**config.mk**
```make
export PLATFORM = sky130hd
export DESIGN_NAME = reg_window_ctrl
export DESIGN_NICKNAME = d
export VERILOG_FILES = /design/src/rtl/reg_window_ctrl.sv
export SDC_FILE = /design/constraint.sdc
export NUM_CORES = 1
export LEC_CHECK = 0
export ABC_AREA = 1
export BUFFER_PORTS_ARGS = -buffer_cell sky130_fd_sc_hd__buf_4
export CAP_MARGIN = 20
export CORE_ASPECT_RATIO = 0.6
export CORE_MARGIN = 4
export CORE_UTILIZATION = 45
export CTS_CLUSTER_DIAMETER = 100
export DETAILED_ROUTE_END_ITERATION = 7
export HOLD_SLACK_MARGIN = 0.08
export PLACE_DENSITY = 0.74
export SLEW_MARGIN = 20
export SYNTH_ARGS = -nofsm -noshare
export SYNTH_HDL_FRONTEND = slang
export SYNTH_SLANG_ARGS = --single-unit
```
**constraint.sdc**
```tcl
create_clock -name clk -period 2.3 [get_ports clk]
set_clock_uncertainty 0.1 [all_clocks]
set_input_delay 0.46 -clock clk [delete_from_list [all_inputs] [get_ports clk]]
set_output_delay 0.46 -clock clk [all_outputs]
set_load 0.02 [all_outputs]
```
**src/rtl/reg_window_ctrl.sv**
```systemverilog
// SPARC V8 register-window controller: CWP/WIM state, SAVE/RESTORE/RETT/trap moves, and a
// registered rs1/rs2/rd translation to physical indices. Define BANKED_GLOBALS_EN for banked globals.
module reg_window_ctrl #(
    parameter int NWIN  = 8,
    parameter int NGSET = 4,
    parameter int PAW   = 8
) (
    input  logic            clk,
    input  logic            rst_n,
    input  logic            save,
    input  logic            restore,
    input  logic            rett,
    input  logic            trap_entry,
    input  logic            wr_cwp,
    input  logic [4:0]      cwp_in,
    input  logic            wr_wim,
    input  logic [NWIN-1:0] wim_in,
    input  logic [1:0]      gsel,
    input  logic [4:0]      addr_a,
    input  logic [4:0]      addr_b,
    input  logic [4:0]      addr_d,
    input  logic            addr_vld,
    output logic [PAW-1:0]  phys_a,
    output logic [PAW-1:0]  phys_b,
    output logic [PAW-1:0]  phys_d,
    output logic            phys_vld,
    output logic [4:0]      cwp,
    output logic [NWIN-1:0] wim,
    output logic            win_ovf,
    output logic            win_unf,
    output logic            win_err
);

`ifdef BANKED_GLOBALS_EN
    localparam int unsigned GBASE = 32'(8 * NGSET);
`else
    localparam int unsigned GBASE = 32'd8;
`endif
    localparam int unsigned WSPAN    = 32'(16 * NWIN);
    localparam logic [4:0]  CWP_LAST = 5'(NWIN - 1);

    logic [4:0]      cwp_q, cwp_d, cwp_dec, cwp_inc;
    logic [NWIN-1:0] wim_q, wim_d;
    logic [PAW-1:0]  phys_a_q, phys_b_q, phys_d_q;
    logic [PAW-1:0]  phys_a_d, phys_b_d, phys_d_d;
    logic [PAW-1:0]  goff;
    logic            vld_q;
    logic            ovf_q, ovf_d, unf_q, unf_d, err_q, err_d;
    logic            dec_hit, inc_hit, cwp_in_bad, gsel_bad;

    // Window offset wraps modulo the whole windowed span, so the ins of window w alias
    // the outs of window w+1 for any NWIN, including non-powers of two.
    function automatic logic [PAW-1:0] xlate(input logic [4:0] r, input logic [4:0] c,
                                             input logic [PAW-1:0] g);
        int unsigned off;
        if (r < 5'd8) return g + PAW'(r);
        off = (32'(c) * 32'd16 + 32'(r) - 32'd8) % WSPAN;
        return PAW'(GBASE + off);
    endfunction

`ifdef BANKED_GLOBALS_EN
    assign gsel_bad = (32'(gsel) >= 32'(NGSET));
    assign goff     = gsel_bad ? '0 : PAW'({gsel, 3'b000});
`else
    logic unused_gsel;
    assign unused_gsel = ^gsel;
    assign gsel_bad    = 1'b0;
    assign goff        = '0;
`endif

    assign cwp_dec    = (cwp_q == 5'd0) ? CWP_LAST : cwp_q - 5'd1;
    assign cwp_inc    = (cwp_q == CWP_LAST) ? 5'd0 : cwp_q + 5'd1;
    assign dec_hit    = |(wim_q & (NWIN'(1) << cwp_dec));
    assign inc_hit    = |(wim_q & (NWIN'(1) << cwp_inc));
    assign cwp_in_bad = (32'(cwp_in) >= 32'(NWIN));

    // NOTE: every variable gets a default before the priority chain so no latch is inferred.
    always_comb begin
        cwp_d = cwp_q;
        ovf_d = 1'b0;
        unf_d = 1'b0;
        err_d = 1'b0;
        if (trap_entry) begin
            cwp_d = cwp_dec;
        end else if (rett || (restore && !save)) begin
            if (inc_hit) unf_d = 1'b1;
            else         cwp_d = cwp_inc;
        end else if (save && restore) begin
            err_d = 1'b1;
        end else if (save) begin
            if (dec_hit) ovf_d = 1'b1;
            else         cwp_d = cwp_dec;
        end else if (wr_cwp) begin
            if (cwp_in_bad) err_d = 1'b1;
            else            cwp_d = cwp_in;
        end
        if (addr_vld && gsel_bad) err_d = 1'b1;
        wim_d    = wr_wim ? wim_in : wim_q;
        // Translation uses the pre-edge CWP; a same-cycle move affects the next lookup.
        phys_a_d = xlate(addr_a, cwp_q, goff);
        phys_b_d = xlate(addr_b, cwp_q, goff);
        phys_d_d = xlate(addr_d, cwp_q, goff);
    end

    // NOTE: sequential state is updated with non-blocking assignments only.
    always_ff @(posedge clk or negedge rst_n) begin
        if (!rst_n) begin
            cwp_q    <= '0;
            wim_q    <= '0;
            phys_a_q <= '0;
            phys_b_q <= '0;
            phys_d_q <= '0;
            vld_q    <= 1'b0;
            ovf_q    <= 1'b0;
            unf_q    <= 1'b0;
            err_q    <= 1'b0;
        end else begin
            cwp_q    <= cwp_d;
            wim_q    <= wim_d;
            phys_a_q <= phys_a_d;
            phys_b_q <= phys_b_d;
            phys_d_q <= phys_d_d;
            vld_q    <= addr_vld;
            ovf_q    <= ovf_d;
            unf_q    <= unf_d;
            err_q    <= err_d;
        end
    end

    assign cwp      = cwp_q;
    assign wim      = wim_q;
    assign phys_a   = phys_a_q;
    assign phys_b   = phys_b_q;
    assign phys_d   = phys_d_q;
    assign phys_vld = vld_q;
    assign win_ovf  = ovf_q;
    assign win_unf  = unf_q;
    assign win_err  = err_q;

endmodule

```
* Yosys cells after proc, flatten, opt, wreduce, memory -nomap -nowiden
Cells that the tools add are included.
Cells by class: eq/ne operators 5, muxes and demuxes 33, multipliers 0, add/subtract/negate cells 11, reduce and logical (&&, ||, !) cells 9, divide/modulo/power cells 0, bitwise logic cells 2, shift-type cells 2, magnitude comparators 4
Operators by type and width (number):
- 5-bit 2-to-1 mux | 10
- 8-bit 2-to-1 mux | 6
- 4-bit by 7-bit adder with 8-bit output, first input constant | 3
- 7-bit by 5-bit adder with 7-bit output | 3
- 7-bit by 4-bit subtractor with 7-bit output, second input constant | 3
- 1-bit 2-to-1 mux | 17
- 8-bit AND | 2
- 8-bit OR reduction | 2
- 1-bit by 5-bit left shift with 8-bit output, first input constant | 2
- 5-bit by 4-bit < comparator with 1-bit output, second input constant | 3
- 4-bit by 3-bit != test with 1-bit output, second input constant | 2
- 3-bit != test, second input constant | 2
- 5-bit by 1-bit adder with 5-bit output, second input constant | 1
- 5-bit by 3-bit == test with 1-bit output, second input constant | 1
- 5-bit by 4-bit greater-or-equal comparator with 1-bit output, second input constant | 1
- 5-bit zero test | 1
- 5-bit AND reduction | 1
- 5-bit by 1-bit subtractor with 5-bit output, second input constant | 1
- 4-bit nonzero test | 1
- 1-bit logical AND | 2
- 1-bit zero test | 1
- 1-bit logical OR | 1
Storage, ports and cells: input port bits 39, flip-flop bits (word level) 41, logic and storage cells 75, memories kept 0, output and inout port bits 41, memory bits (read-only) 0, latch bits 0, memory bits (writable) 0

* Longest topological paths before layout
Gate-level depths: netlist of run 1.
word-level depth 10, depth in mapped cells 13, depth with buffers taken out 13

* Worst setup path after synthesis of run 1
Ideal clock, no wire load.
path kind reg2reg, start register cwp_q[0] (netlist: cwp[0]), end register phys_a_q[6] (netlist: phys_a[6]), arrival time 2099 ps, path slack -25 ps, data required time 2074 ps, cell stages (with the launch flop) 9, path buffers 0, period minus slack after synthesis 2325 ps, setup time 126 ps, cells stage by stage dfrtp_1 inv_1 ha_1 inv_1 ha_1 fa_1 xor2_1 xnor2_1 nor2_1
Between the ends: word-level cells in the longest chain between the ends 4
RTL lines:
- from (decl) | line 42 | logic [4:0] cwp_q, cwp_d, cwp_dec, cwp_inc;
- from (signal assigned) | line 118 | cwp_q <= cwp_d;
- 7-bit by 5-bit adder with 7-bit output | line 57 | off = (32'(c) * 32'd16 + 32'(r) - 32'd8) % WSPAN;
- 7-bit by 4-bit subtractor with 7-bit output | line 57
- 4-bit by 7-bit adder with 8-bit output | line 58 | return PAW'(GBASE + off);
- 8-bit 2-to-1 mux | line 57
- via phys_a_d[6] | line 45 | logic [PAW-1:0] phys_a_d, phys_b_d, phys_d_d;
- to (signal assigned) | line 120 | phys_a_q <= phys_a_d;
- to (decl) | line 44 | logic [PAW-1:0] phys_a_q, phys_b_q, phys_d_q;
The timed path passes the listed nets, and every way through them passes these cells. A chain may end at the register's enable or synchronous reset.

* Final worst setup path of run 1
start register cwp_q[0] (netlist: cwp[0]), end register phys_a_q[5] (netlist: phys_a[5])
Same word-level chain as after synthesis.

==> results of run 1 <==
-- metrics by stage --
stage	cell area [sq um]	setup slack [ns]	TNS (ns)
floorplan	2270	0.136	0
global placement	2920	0.0868	0
detailed placement	2920	0.0527	0
CTS	3030	0.102	0
global route	3060	-0.0287	-0.0350
finish	3060	0.112	0
-- synth_stat cells --
master	number	share of area (%)
sky130_fd_sc_hd__nor3_1	4	0.88
sky130_fd_sc_hd__nand3_1	14	3.1
sky130_fd_sc_hd__a21o_1	3	0.99
sky130_fd_sc_hd__nor2_4	3	1.5
sky130_fd_sc_hd__nand2_1	38	6.3
sky130_fd_sc_hd__mux2i_1	1	0.44
sky130_fd_sc_hd__clkbuf_1	1	0.17
sky130_fd_sc_hd__dfrtp_1	41	45
sky130_fd_sc_hd__inv_1	25	4.1
sky130_fd_sc_hd__xnor2_1	2	0.77
sky130_fd_sc_hd__mux2_2	7	3.5
sky130_fd_sc_hd__nor3b_1	3	0.99
sky130_fd_sc_hd__o21bai_2	1	0.50
sky130_fd_sc_hd__nand3_4	1	0.77
sky130_fd_sc_hd__nand3_2	1	0.44
sky130_fd_sc_hd__nand2_4	4	2.0
sky130_fd_sc_hd__nand4_1	17	4.7
sky130_fd_sc_hd__o221ai_1	2	0.77
sky130_fd_sc_hd__nand2_2	3	0.83
sky130_fd_sc_hd__buf_6	2	0.99
sky130_fd_sc_hd__o21ai_1	4	0.88
sky130_fd_sc_hd__fa_1	3	2.6
sky130_fd_sc_hd__xor2_1	4	1.5
sky130_fd_sc_hd__a21oi_1	9	2.0
sky130_fd_sc_hd__nor2_2	2	0.55
sky130_fd_sc_hd__o211ai_1	2	0.66
sky130_fd_sc_hd__ha_1	14	7.7
sky130_fd_sc_hd__o21ai_0	4	0.88
sky130_fd_sc_hd__a21oi_2	2	0.77
sky130_fd_sc_hd__inv_2	2	0.33
sky130_fd_sc_hd__nor2_1	19	3.1
-- cell families (layout without fill, tap and decap cells) --
group | after synthesis | after routing | synth area share [%]
xor gates and xnor gates | 6 | 6 | 2.32
DFF | 41 | 41 | 45.2
buffers and inverters | 30 | 116 | 5.62
adders and majority gates | 17 | 17 | 10.4
AOI/OAI and AO/OA | 27 | 27 | 7.44
and+or+nand+nor | 109 | 109 | 25.1
muxes | 8 | 8 | 3.91
-- worst paths after layout --
| kind | endpoint | slack (ns) | depth (start not counted) |
|---|---|---|---|
| hold reg to reg | wim[5] | 0.48 | 2 |
| setup / recovery | phys_a[5] | 0.11 | 7 |
| max in group asynchronous | cwp[0] | 1.16 | 2 |
| min in group asynchronous | win_ovf | 0.57 | 2 |
| hold / removal | phys_vld | 0.17 | 1 |
| setup reg to reg | phys_a[5] | 0.11 | 7 |
-- sequential cells by signal, summed over array words and instances (netlist names) --
name / flops
phys_a: 8
phys_b: 8
phys_d: 8
wim: 8
cwp: 5
phys_vld: 1
win_err: 1
win_ovf: 1
win_unf: 1
-- what timing repair did --
action / CTS / global route
endpoints found under the setup margin: 1 / 6
buffers inserted: 0 / 0
hold buffers: 1 / 0
gates resized for setup: 1 / 5
hold endpoints to repair: 41 / 0
cloned: 0 / 0
-- power groups by stage --
stage / clock [W] / combinational [W] / sequential [W]
5_1_grt: 0.000534 / 0.00266 / 0.00104
4_1_cts: 0.000502 / 0.00229 / 0.00101
3_5_place_dp: 0 / 0.00226 / 0.00102
3_3_place_gp: 0 / 0.00221 / 0.00102
6_report: 0.000486 / 0.00237 / 0.00101
2_1_floorplan: 0 / 0.00142 / 0.00122
-- area by class of cell --
type	count	area, sq um	area share, %
clock inverter	1	7.51	0.245
inverter	27	101	3.31
clock buffer	7	86.3	2.82
sequential	41	1030	33.5
timing repair buffer	81	611	19.9
multi-input combinational	167	1150	37.6
tap	63	78.8	2.57
-- layer usage --
metal	global-route usage, %	up-vias
li1	-	963
met5	0	-
met2	22.3	72
met4	3.75	0
met3	6.24	5
met1	27.3	832
==> PnR_summary.wiki, run 1 <==
{| class="wikitable"
! Metric !! Value
|-
| Standby leakage power || 1.57 nW
|-
| Clock buffer depth || 2
|-
| Power, Total || about 0.0039 W
|-
| Avg Vias per Cell || 4.84
|-
| Antenna Diode Count || 0
|-
| Layout Area Growth over Synthesis || 35.0%
|-
| Critical path capture point type || flip-flop
|-
| Cell Area, Synth || roughly 2300 sq um
|-
| Detailed Route Iter0 Violations || 80
|-
| Required arrival time at the worst endpoint || 2.39 ns
|-
| Portion of total power attributed to sequential cells || 26.2%
|-
| Max-slew headroom at the worst pin || 64.7%
|-
| Count of buffer and inverter cells on the critical path || 2
|-
| Portion of total power attributed to the clock network || around 13%
|-
| Placed Cells incl. Taps || ~380
|-
| Y dimension of the die || ~63 um
|-
| Clock transition at the registers of the reported paths || 0.08 ns
|-
| Critical-path top delay cell || sky130_fd_sc_hd__fa_1
|-
| Total of endpoints with negative setup slack in the final report || 0
|-
| Worst hold margin || 0.170 ns
|-
| Buffers on Ports || 77
|-
| CTS Buf Count || 5
|-
| Post-synth net total || about 290
|-
| Number of search-and-repair iterations in the first detailed-routing pass || 4
|-
| Synth Warn # || 0
|-
| Cell internal pwr || 0.00210 W
|-
| Run status || finished clean
|-
| Number of max-capacitance violations reported || 0
|-
| Critical Setup Path Class || reg2reg
|-
| CP Max Fanout || 5
|-
| Setup repair after global routing missed its margin || true
|-
| Worst Hold Launch || addr_vld
|-
| Clock tree root buffer cell || sky130_fd_sc_hd__clkbuf_8
|-
| Routed length on met3 || 495 um
|-
| Number of levels the H-tree was split into || 2
|-
| Total met2 wirelength after detailed routing || 2020 um
|-
| Horiz. Die Dim || 99.7 um
|-
| Initial antenna violation count || 0
|-
| Number of placement rows || 19
|-
| TritonCTS clock tree || yes
|-
| Relative contribution of combinational cells to total power || 61.3%
|-
| Vias post-DR || 1872
|-
| Yosys cell types || 31
|-
| Final cell utilization of the core || 64.7%
|-
| Filler cells || 396
|-
| Source of the critical timing path || cwp[0]
|-
| Post-route antenna net violation count || 0
|-
| Core footprint || approximately 4700 sq um
|-
| Net switching power of the design || approximately 0.0018 W
|-
| Flops & latches, synth || 41
|-
| Switching part of the total || 45.8%
|-
| Peak supply drop || 0.588 mV
|-
| Top layer used by detailed routing || met4
|-
| Leading cell type in the layout, fill and taps excluded || sky130_fd_sc_hd__buf_4
|-
| Global-route wire length before repair || 8690 um
|-
| Length of routed wiring on met1 || 2690 um
|-
| Family of cells with the greatest summed delay on the critical path || adder cells
|-
| Fin cells || around 390
|-
| Kind of start point of the critical path || flip-flop
|-
| Global-route usage over all layers || between 10% and 20%
|-
| Class of the tightest hold or removal check || in2reg
|-
| Insertion delay to the later sink of the worst-skew pair || 0.29 ns
|-
| Power density normalized to cell area || 1260 nW/um^2
|-
| Least-Margin Pin Slew || 0.529 ns
|-
| Post-detailed-route DRC marker count || 0
|-
| Total Routed Length || around 5200 um
|-
| Grt total ovfl || 0
|-
| CTS sink count || a little over 40
|-
| Routed wire length per instance || 13.5 um
|-
| Final Max Slew Viols || 0
|-
| Share of the yosys chip area belonging to registers || 45.2%
|-
| Top-Level Pins || 80
|-
| Most frequent cells in the layout || sky130_fd_sc_hd__buf_4 (80), sky130_fd_sc_hd__dfrtp_1 (40), sky130_fd_sc_hd__nand2_1 (37)
|-
| Via count of the first global-routing pass || 1784
|-
| Number of hold violations in the final report || 0
|-
| Mean Syn Cell Area || 9.54 sq um
|-
| Maximum number of pins on one net before global-route repair || 42
|-
| Starting density of the core || 48.0%
|-
| Count of mapped cells out of synthesis || 238
|-
| Share of the clock period used by the worst path || 95.1%
|-
| Delay of the slowest critical-path stage || 0.47 ns
|-
| Die Footprint || 6280 sq um
|-
| Arrival @ worst endpoint || about 2.3 ns
|-
| Global placer's final weighted congestion || around 0.83
|-
| Final Critical Period || 2.19 ns
|-
| Reg2Reg Launch Point || cwp[0]
|-
| Proportion of layout cells with a drive suffix above 1 || approximately 36%
|-
| Net total in the final layout || 379
|-
| DP HPWL || 4080 um
|-
| Fmax achieved || 457 MHz
|-
| Critical-path cell list || inv_1 -> ha_1 -> inv_1 -> ha_1 -> fa_1 -> nand2_1 -> nor3b_1
|}
Power figures use the tool's default switching activity.
==> run 2, diff against run 1 <==
--- a/config.mk
+++ b/config.mk
@@ -5,7 +5,6 @@
 export SDC_FILE = /design/constraint.sdc
 export NUM_CORES = 1
 export LEC_CHECK = 0
-export ABC_AREA = 1
 export BUFFER_PORTS_ARGS = -buffer_cell sky130_fd_sc_hd__buf_4
 export CAP_MARGIN = 20
 export CORE_ASPECT_RATIO = 0.6
==> run 2 against run 1 <==
  * The flow now finishes with violations (negative setup slack)
  * Synthesized cell count shrank 14%
  * Sequential power is essentially flat
  * Core utilization grew 6.1 points
  * Combinational power grew 27%
  * Worst hold slack lost 0.010 ns
  * Sequential share of layout area shrank 2.9 points
  * Non-clock buffer count grew 28
  * Clock-buffer cell count shrank 2
  * Largest cell class unchanged
==> PnR_summary.wiki, run 2 <==
{| class="wikitable"
! Metric !! Value
|-
| Portion of synthesized cell area occupied by the leading cell type || 44.9% (was 45.2%)
|-
| Critical Setup Path Class || reg2reg (unchanged)
|-
| Count of buffer and inverter cells on the critical path || 1 (was 2)
|-
| Number of hold violations in the final report || 0 (unchanged)
|-
| Final cell utilization of the core || 70.9% (was 64.7%)
|-
| Violations in the final reports || negative setup slack
|-
| Most frequent cell after synthesis || sky130_fd_sc_hd__dfrtp_1 (unchanged)
|-
| Number of search-and-repair iterations in the first detailed-routing pass || 6 (was 4)
|-
| Global placer's final weighted congestion || 0.879 (was 0.830)
|-
| Total Routed Length || 5590 um (was 5240 um)
|-
| Die Footprint || 6310 sq um (was 6280 sq um)
|-
| Synth Area in Adders || 10.3% (was 10.4%)
|-
| Share of the clock period used by the worst path || 110% (was 95.1%)
|-
| Max-slew headroom at the worst pin || 67.3% (was 64.7%)
|-
| CTS sink count || 41 (unchanged)
|-
| Family of cells with the greatest summed delay on the critical path || multiplexers (was adder cells)
|-
| Mean Syn Cell Area || 11.2 sq um (was 9.54 sq um)
|-
| Kind of start point of the critical path || flip-flop (unchanged)
|-
| Y dimension of the die || 63.2 um (was 63.0 um)
|-
| Clock buffer depth || 2 (unchanged)
|-
| Delay of the slowest critical-path stage || 0.56 ns (was 0.47 ns)
|-
| Grt total ovfl || 0 (unchanged)
|-
| Arrival @ worst endpoint || 2.62 ns (was 2.28 ns)
|-
| Maximum number of pins on one net before global-route repair || 42 (unchanged)
|-
| Total of endpoints with negative setup slack in the final report || 5 (was 0)
|-
| Initial antenna violation count || 0 (unchanged)
|-
| Run status || finished, violations left (was finished clean)
|-
| Dominant combinational cell family by area after synthesis || compound AO/OA/AOI/OAI gates (was simple AND/OR/NAND/NOR gates)
|-
| TritonCTS clock tree || yes (unchanged)
|-
| Antenna Diode Count || 0 (unchanged)
|-
| Horiz. Die Dim || 100 um (was 99.7 um)
|-
| Post-route antenna net violation count || 0 (unchanged)
|-
| Post-synth net total || 260 (was 294)
|-
| Final Max Slew Viols || 0 (unchanged)
|-
| Peak supply drop || 0.653 mV (was 0.588 mV)
|-
| Insertion delay to the later sink of the worst-skew pair || 0.30 ns (was 0.29 ns)
|-
| Clock transition at the registers of the reported paths || 0.08 ns (about the same)
|-
| Number of levels the H-tree was split into || 2 (unchanged)
|-
| Required arrival time at the worst endpoint || 2.39 ns (about the same)
|-
| Fmax achieved || 395 MHz (was 457 MHz)
|-
| Clock tree root buffer cell || sky130_fd_sc_hd__clkbuf_8 (unchanged)
|-
| Critical-path cell list || clkinv_4 -> ha_4 -> nand2b_4 -> o31ai_4 -> mux4_2 -> a22oi_2 -> o211a_4 -> mux2_4 (was inv_1 -> ha_1 -> inv_1 -> ha_1 -> fa_1 -> nand2_1 -> nor3b_1)
|-
| Main flop type after synthesis || sky130_fd_sc_hd__dfrtp_1 (unchanged)
|-
| Buffers on Ports || 77 (unchanged)
|-
| Count of mapped cells out of synthesis || 204 (was 238)
|-
| Critical path capture point type || flip-flop (unchanged)
|-
| Multiplexer share of the synthesized area || 9.64% (was 3.91%)
|-
| CP Max Fanout || 4 (was 5)
|-
| Class of the tightest hold or removal check || in2reg (unchanged)
|-
| Detailed Route Iter0 Violations || 75 (was 80)
|-
| Number of placement rows || 19 (unchanged)
|-
| Routing usage on met2 || 28.1% (was 22.3%)
|-
| Cell type with the largest total area after synthesis || sky130_fd_sc_hd__dfrtp_1 (unchanged)
|-
| Top-Level Pins || 80 (unchanged)
|-
| Final critical-path setup slack || -0.230 ns (was 0.112 ns)
|-
| Final Critical Period || 2.53 ns (was 2.19 ns)
|-
| Core footprint || 4730 sq um (unchanged)
|-
| Top cells by area in the synthesized netlist || sky130_fd_sc_hd__dfrtp_1 (45%), sky130_fd_sc_hd__ha_1 (7.7%), sky130_fd_sc_hd__mux2_2 (3.9%) (was sky130_fd_sc_hd__dfrtp_1 (45%), sky130_fd_sc_hd__ha_1 (7.7%), sky130_fd_sc_hd__nand2_1 (6.3%))
|-
| EDFF count, synth || 0 (unchanged)
|-
| Global-route usage over all layers || 18.1% (was 17.4%)
|-
| Power density normalized to cell area || 1370 nW/um^2 (was 1260 nW/um^2)
|-
| Layout Area Growth over Synthesis || 46.8% (was 35.0%)
|-
| Leading cell type in the layout, fill and taps excluded || sky130_fd_sc_hd__buf_4 (unchanged)
|-
| Net total in the final layout || 369 (was 379)
|-
| Setup repair after global routing missed its margin || true (unchanged)
|-
| Simple logic cell fraction of the synthesized area || 11.2% (was 25.1%)
|-
| Via count of the first global-routing pass || 1948 (was 1784)
|-
| Least-Margin Pin Slew || 0.490 ns (was 0.529 ns)
|-
| GR peak layer || met2 (was met1)
|-
| Synth Warn # || 0 (unchanged)
|-
| Met1 global-route usage || 24.7% (was 27.3%)
|-
| XOR/XNOR Fraction of Synth Area || 3.45% (was 2.32%)
|-
| Vias post-DR || 1942 (was 1872)
|-
| Share of the synthesized area in compound gates (AO/OA/AOI/OAI) || 15.0% (was 7.44%)
|-
| Most frequent cells in the layout || sky130_fd_sc_hd__buf_4 (105), sky130_fd_sc_hd__dfrtp_1 (40), sky130_fd_sc_hd__inv_1 (18) (was sky130_fd_sc_hd__buf_4 (80), sky130_fd_sc_hd__dfrtp_1 (40), sky130_fd_sc_hd__nand2_1 (37))
|-
| Power, Total || 0.00460 W (was 0.00387 W)
|-
| Proportion of layout cells with a drive suffix above 1 || 50.3% (was 36.4%)
|-
| Starting density of the core || 48.3% (was 48.0%)
|-
| CTS Buf Count || 5 (unchanged)
|-
| Post-detailed-route DRC marker count || 0 (unchanged)
|-
| Share of the yosys chip area belonging to registers || 44.9% (was 45.2%)
|-
| Global-route track usage on met3 || 5.73% (was 6.24%)
|-
| Critical-path top delay cell || sky130_fd_sc_hd__mux4_2 (was sky130_fd_sc_hd__fa_1)
|-
| Avg Vias per Cell || 5.15 (was 4.84)
|-
| Number of max-capacitance violations reported || 0 (unchanged)
|-
| Share of synthesized registers carrying an async set or reset || 100% (unchanged)
|-
| Routed wire length per instance || 14.8 um (was 13.5 um)
|-
| Standby leakage power || 1.63 nW (was 1.57 nW)
|-
| Cell Area, Synth || 2280 sq um (was 2270 sq um)
|-
| Filler cells || 353 (was 396)
|-
| Most frequent cells after synthesis || sky130_fd_sc_hd__dfrtp_1 (41), sky130_fd_sc_hd__inv_1 (21), sky130_fd_sc_hd__ha_1 (14), sky130_fd_sc_hd__nor2_1 (14) (was sky130_fd_sc_hd__dfrtp_1 (41), sky130_fd_sc_hd__nand2_1 (38), sky130_fd_sc_hd__inv_1 (25))
|-
| Global-route wire length before repair || 9050 um (was 8690 um)
|-
| Flops & latches, synth || 41 (unchanged)
|-
| DP HPWL || 4370 um (was 4080 um)
|-
| Yosys cell types || 52 (was 31)
|}
run 2: changes by cell type after synthesis, sizes merged, moves of 4 or more:
cell and delta:
inv -6, nand3 -12, nand4 -17, nand2 -36, clkbuf +4, nor3 +5, nor2 -10
run 2: what timing repair did:
action                                  CTS  global route
endpoints found under the setup margin    5            12
endpoints found under the hold margin    41             0
setup buffers                             0             3
gates resized for setup                   2            20
hold buffers                              1             0
pin swaps                                 1             8
run 2: cell type report:
type | count | area, sq um | share of cell area (%)
Multi-Input combinational cell | 135 | 1220 | 36.3
Sequential cell | 41 | 1030 | 30.6
Timing Repair Buffer | 109 | 832 | 24.8
Inverter | 21 | 86.3 | 2.57
Tap cell | 63 | 78.8 | 2.35
Clock buffer | 5 | 68.8 | 2.05
Clock inverter | 3 | 43.8 | 1.31
run 2: cells by family (layout without fill, tap and decap cells):
logic type	Yosys count	count (layout)
AO/OA/AOI/OAI	44	44
XOR/XNOR	9	9
adder cells (fa/ha/maj)	17	17
buffers and inverters	28	138
flip-flops	41	41
multiplexers	16	16
AND/OR/NAND/NOR	49	49
run 2: routing by layer:
| layer | wire [um] | part of all wire [%] | up-vias |
|---|---|---|---|
| li1 | - | - | 941 |
| met1 | 2500 | 45 | 926 |
| met2 | 2570 | 46 | 71 |
| met3 | 477 | 8.5 | 4 |
| met4 | 43 | 0.77 | 0 |
| met5 | 0 | 0 | - |
run 2: per-stage QoR:
stage	TNS, ns	area, sq um	setup slack, ns	hold slack [ns]	cells
3_3_place_gp	-0.754	3120	-0.195	0.364	365
4_1_cts	-0.894	3250	-0.212	0.152	374
3_5_place_dp	-1.02	3120	-0.245	0.371	365
6_report	-0.896	3350	-0.230	0.160	377
5_1_grt	-1.39	3350	-0.295	0.137	377
2_1_floorplan	-0.913	2300	-0.330	0.0644	204
run 2: path summary, 6_finish.rpt:
| kind | start | to | slack (ns) | cells after the start |
|---|---|---|---|---|
| max | cwp[0] | cwp[3] | -0.23 | 8 |
| max in group asynchronous | rst_n | cwp[0] | 1.18 | 2 |
| max reg2reg | cwp[0] | cwp[3] | -0.23 | 8 |
| min in group asynchronous | rst_n | cwp[2] | 0.56 | 2 |
| min | addr_a[1] | phys_a[1] | 0.16 | 1 |
| min reg2reg | wim[2] | wim[2] | 0.47 | 1 |
run 2: report_power, final:
part	total, W	internal (W)	leakage, nW	switching (W)
logic	0.00300	0.00152	1.07	0.00148
registers	0.00101	0.000899	0.498	0.000111
clock network	0.000595	0.000325	0.0585	0.000269
total	0.00460	0.00275	1.63	0.00186
